<file path="src/rtl/i2c_byte_assembler.sv">
// Groups the I2C receive tap's START/bit/STOP command stream into byte records
// (8 data bits MSB first plus ACK slot), with event pulses and error flags.
module i2c_byte_assembler #(
    parameter int unsigned CNT_W = 16
) (
    input  logic             clock,
    input  logic             rst,
    input  logic [2:0]       tap_data,
    input  logic             tap_valid,
    output logic [7:0]       byte_data,
    output logic             byte_ack,
    output logic             byte_first,
    output logic             byte_valid,
    input  logic             byte_ready,
    output logic             evt_start,
    output logic             evt_stop,
    output logic             err_frame,
    output logic             overflow,
    input  logic             clr_overflow,
    output logic [CNT_W-1:0] frame_bytes,
    output logic             busy
);

    localparam logic [2:0]       CMD_START = 3'd1;
    localparam logic [2:0]       CMD_BIT1  = 3'd2;
    localparam logic [2:0]       CMD_BIT0  = 3'd3;
    localparam logic [2:0]       CMD_STOP  = 3'd4;
    localparam logic [CNT_W-1:0] FB_ONE    = CNT_W'(1);

    typedef enum logic {
        IDLE,
        SHIFT
    } state_t;

    state_t     state;
    logic [3:0] bit_cnt;
    logic [7:0] shreg;
    logic       first_pend;

    logic is_start;
    logic is_stop;
    logic is_bit;
    logic is_illegal;
    logic bit_val;
    logic rec_done;
    logic accept;
    logic load;
    logic drop;

    always_comb begin
        is_start   = tap_valid && (tap_data == CMD_START);
        is_stop    = tap_valid && (tap_data == CMD_STOP);
        is_bit     = tap_valid && ((tap_data == CMD_BIT1) || (tap_data == CMD_BIT0));
        is_illegal = tap_valid && !(is_start || is_stop || is_bit);
        bit_val    = (tap_data == CMD_BIT1);
        rec_done   = (state == SHIFT) && is_bit && (bit_cnt == 4'd8);
        accept     = byte_valid && byte_ready;
        // A completed record only fits if the output slot frees up this cycle.
        load       = rec_done && (!byte_valid || accept);
        drop       = rec_done && !load;
    end

    always_ff @(posedge clock) begin
        if (rst) begin
            state       <= IDLE;
            bit_cnt     <= '0;
            shreg       <= '0;
            first_pend  <= 1'b0;
            byte_data   <= '0;
            byte_ack    <= 1'b0;
            byte_first  <= 1'b0;
            byte_valid  <= 1'b0;
            evt_start   <= 1'b0;
            evt_stop    <= 1'b0;
            err_frame   <= 1'b0;
            overflow    <= 1'b0;
            frame_bytes <= '0;
            busy        <= 1'b0;
        end else begin
            evt_start <= is_start;
            evt_stop  <= is_stop && (state == SHIFT);
            err_frame <= is_illegal ||
                         ((state == SHIFT) && (is_start || is_stop) && (bit_cnt != 4'd0));

            if (load) begin
                byte_data  <= shreg;
                byte_ack   <= !bit_val;
                byte_first <= first_pend;
                byte_valid <= 1'b1;
            end else if (accept) begin
                byte_valid <= 1'b0;
            end

            if (drop) begin
                overflow <= 1'b1;
            end else if (clr_overflow) begin
                overflow <= 1'b0;
            end

            case (state)
                IDLE: begin
                    if (is_start) begin
                        state       <= SHIFT;
                        busy        <= 1'b1;
                        bit_cnt     <= '0;
                        first_pend  <= 1'b1;
                        frame_bytes <= '0;
                    end
                end
                SHIFT: begin
                    if (is_start) begin
                        bit_cnt     <= '0;
                        first_pend  <= 1'b1;
                        frame_bytes <= '0;
                    end else if (is_stop) begin
                        state   <= IDLE;
                        busy    <= 1'b0;
                        bit_cnt <= '0;
                    end else if (is_bit) begin
                        if (bit_cnt == 4'd8) begin
                            bit_cnt    <= '0;
                            first_pend <= 1'b0;
                            if (frame_bytes != '1) begin
                                frame_bytes <= frame_bytes + FB_ONE;
                            end
                        end else begin
                            shreg   <= {shreg[6:0], bit_val};
                            bit_cnt <= bit_cnt + 4'd1;
                        end
                    end
                end
                default: state <= IDLE;
            endcase
        end
    end

endmodule

</file>
<file path="config.mk">
export PLATFORM = sky130hd
export DESIGN_NAME = i2c_byte_assembler
export DESIGN_NICKNAME = d
export VERILOG_FILES = /design/src/rtl/i2c_byte_assembler.sv
export SDC_FILE = /design/constraint.sdc
export NUM_CORES = 1
export LEC_CHECK = 0
export ABC_AREA = 1
export CORE_ASPECT_RATIO = 1.25
export CORE_MARGIN = 2
export CORE_UTILIZATION = 53
export CTS_CLUSTER_DIAMETER = 50
export DETAILED_ROUTE_END_ITERATION = 6
export HOLD_SLACK_MARGIN = 0.02
export PLACE_DENSITY = 0.87
export SYNTH_ARGS = -nofsm -noshare
export SYNTH_HDL_FRONTEND = slang
export SYNTH_SLANG_ARGS = --single-unit
</file>
<file path="constraint.sdc">
create_clock -name clock -period 1.75 [get_ports clock]
set_input_delay 0.2625 -clock clock [delete_from_list [all_inputs] [get_ports clock]]
set_output_delay 0.2625 -clock clock [all_outputs]
set_load 0.01 [all_outputs]
</file>
==> qor.yml <==
nets: 429
ant_nets: 0
h-tree-depth: 2
swShare_pct: 25.9
dieArea_um2: 5090
power_frac_comb_pct: 8.6
synth-edff-count: 0
antennaDiodeCount: 0
ys_top_cells_by_area: "dfxtp_1, nor2_1, nand2_1, inv_1, nand3_1"
drc: 0
tns_ns: 0
max_freq_mhz: 602
initial_core_util_pct: 54.7
p_switching_mw: 0.498
period_share_pct: 95.0
power_mw: 1.92
ir_drop_v: 0.000532
synth_warnings: 0
p_int_mw: 1.42
ys_ff_latch: 46
required_ns: 1.49
die_y_um: 79.3
drv_cap: 0
crit_slowest_cell: "clkdlybuf4s50_1"
ios: 40
antenna_found_initial: 0
die_w_um: 64.2
outcome: "completed"
clk_pin_slew_ns: 0.10
max_slew.worst_pin.slew_ns: 0.416
crit_fanout: 6
syn_nets: 368
dr.first_iter.drc_count: 146
rsz0062_at_grt: "false"
synthArstFlopShare_pct: 0
routed_wirelength_mm: 5.70
postCtsSetupBuffers: 0
synth_area_per_cell_um2: 6.73
power.density_nw_per_um2: 619
netlist_top_cells_count: "nor2_1, nand2_1, dfxtp_1"
wire_per_inst_um: 11.9
grt-ovfl-total: 0
crit_family: "buffers and inverters"
critPathCaptureType: "output pin"
cp_slowest_stage_delay_ns: 0.59
area_growth_pct: 29.2
num_rows: 27
grt_pass1_wl_mm: 9.93
ys_seq_area_share_pct: 38.4
hold_viol: 0
crit_type: "reg2out"
final_util_pct: 70.6
setup_viol: 0
p_seq_share_pct: 55.9
layout-drive-gt1-share_pct: 13.8
first_pass_iters: 4
path_cells: "clkdlybuf4s50_1"
via_per_inst: 5.15
synth_top_cell_by_area: "dfxtp_1"
p_clk_share_pct: 35.5
slew_viol_final: 0
dr_total_vias: 2456
cts_tree: "yes"
crit_arrival_ns: 1.40
cts.path.max_buffers: 2
period_needed_ns: 1.66
hold_slack_ns: 0.467
yosysTopAreaCellShare_pct: 38.4
first_global_vias: 2353
hp-class: "reg2reg"
clock_sinks: 46
cp-start-kind: "flop"
place_area_um2: 3000
stdcell_area_um2: 3100
synth.most_common_cell: "nor2_1"
gp_congestion: 0.928
fin_skew_ns: 0.00748
worst-path-buf-inv: 1
insertion_delay_ns: 0.31
synthDistinctLibCells: 24
portBuffers: 39
cts_root_buf: "clkbuf_8"
ys.flop_type: "dfxtp_1"
p_leak_nw: 1.29
place_hpwl_mm: 4.31
grt_max_degree: 20
syn_inst: 357
cts_buffers: 5
relSlewSlack_pct: 72.1
synth_area_um2: 2400
core_area_um2: 4390
grt_util_all_layers_pct: 24.6
## layer usage
| layer | GRT usage (%) | vias up | wire length [µm] | share of wire, % |
|---|---|---|---|---|
| met5 | 0 | - | 0 | 0 |
| met4 | 13.2 | 0 | 149 | 2.6 |
| met3 | 4.11 | 14 | 239 | 4.2 |
| met2 | 45.0 | 60 | 3060 | 54 |
| met1 | 26.7 | 1135 | 2250 | 40 |
| li1 | - | 1247 | - | - |
## sequential cells by signal, indices dropped and copies added (netlist names)
register	cells
evt_stop	1
busy	1
byte_first	1
err_frame	1
first_pend	1
overflow	1
bit_cnt	4
byte_ack	1
evt_start	1
frame_bytes	16
state	1
shreg	8
byte_valid	1
byte_data	8
## final timing paths
kind                                     start             end  slack, ns  cells after the start
worst max-delay path            frame_bytes[6]  frame_bytes[6]       0.09                      1
worst min-delay path                  shreg[5]    byte_data[5]       0.47                      2
worst max register to register  frame_bytes[0]  frame_bytes[8]       0.16                     11
worst min register to register        shreg[5]    byte_data[5]       0.47                      2
## power by group through the flow
stage	clock network (mW)	registers [mW]	logic (mW)
global route	0.728	1.08	0.183
global placement	0	1.10	0.161
finish	0.681	1.07	0.166
detailed placement	0	1.10	0.165
CTS	0.686	1.07	0.165
floorplan	0	1.10	0.0849
## layout by cell type, fill, tap and decap left out, drive strengths merged
cell	n
clkbuf	5
nand4	4
a31oi	1
nor3	10
nand2	78
dfxtp	46
o21ai	29
buf	25
clkinvlp	2
a21oi	15
inv	46
nor2	80
nand3	36
clkdlybuf4s50	39
ha	3
## per-stage QoR
step / std cells / worst slack [ns]
after CTS: 477 / 0.0895
after global placement: 469 / -0.0303
after global routing: 477 / 0.00730
after detailed placement: 469 / -0.0820
final: 477 / 0.0880
after floorplan: 357 / 0.198
## layout make-up
class / instances / area (µm²)
Clock inverter: 3 / 23.8
Inverter: 45 / 169
Clock buffer: 5 / 68.8
Multi-Input combinational cell: 256 / 1240
Timing Repair Buffer: 64 / 603
Sequential cell: 46 / 921
Fill cell: 362 / 1290
Tap cell: 58 / 72.6
## cells by family (layout without fill, tap and decap cells)
kind of cell    after synthesis  in the layout  synth area share (%)
flops                        46             46                  38.4
fa+ha+maj                     3              3                  1.56
compound gates               45             45                  9.59
simple gates                208            208                  40.4
buf+inv                      55            117                  10.1
## what timing repair did
| action | in CTS | in global routing |
|---|---|---|
| gates resized for setup | 0 | 1 |
| hold endpoints to repair | 0 | 0 |
| hold buffers | 0 | 0 |
| endpoints found under the setup margin | 0 | 2 |
Note: power is estimated with default switching activity, not from simulation.
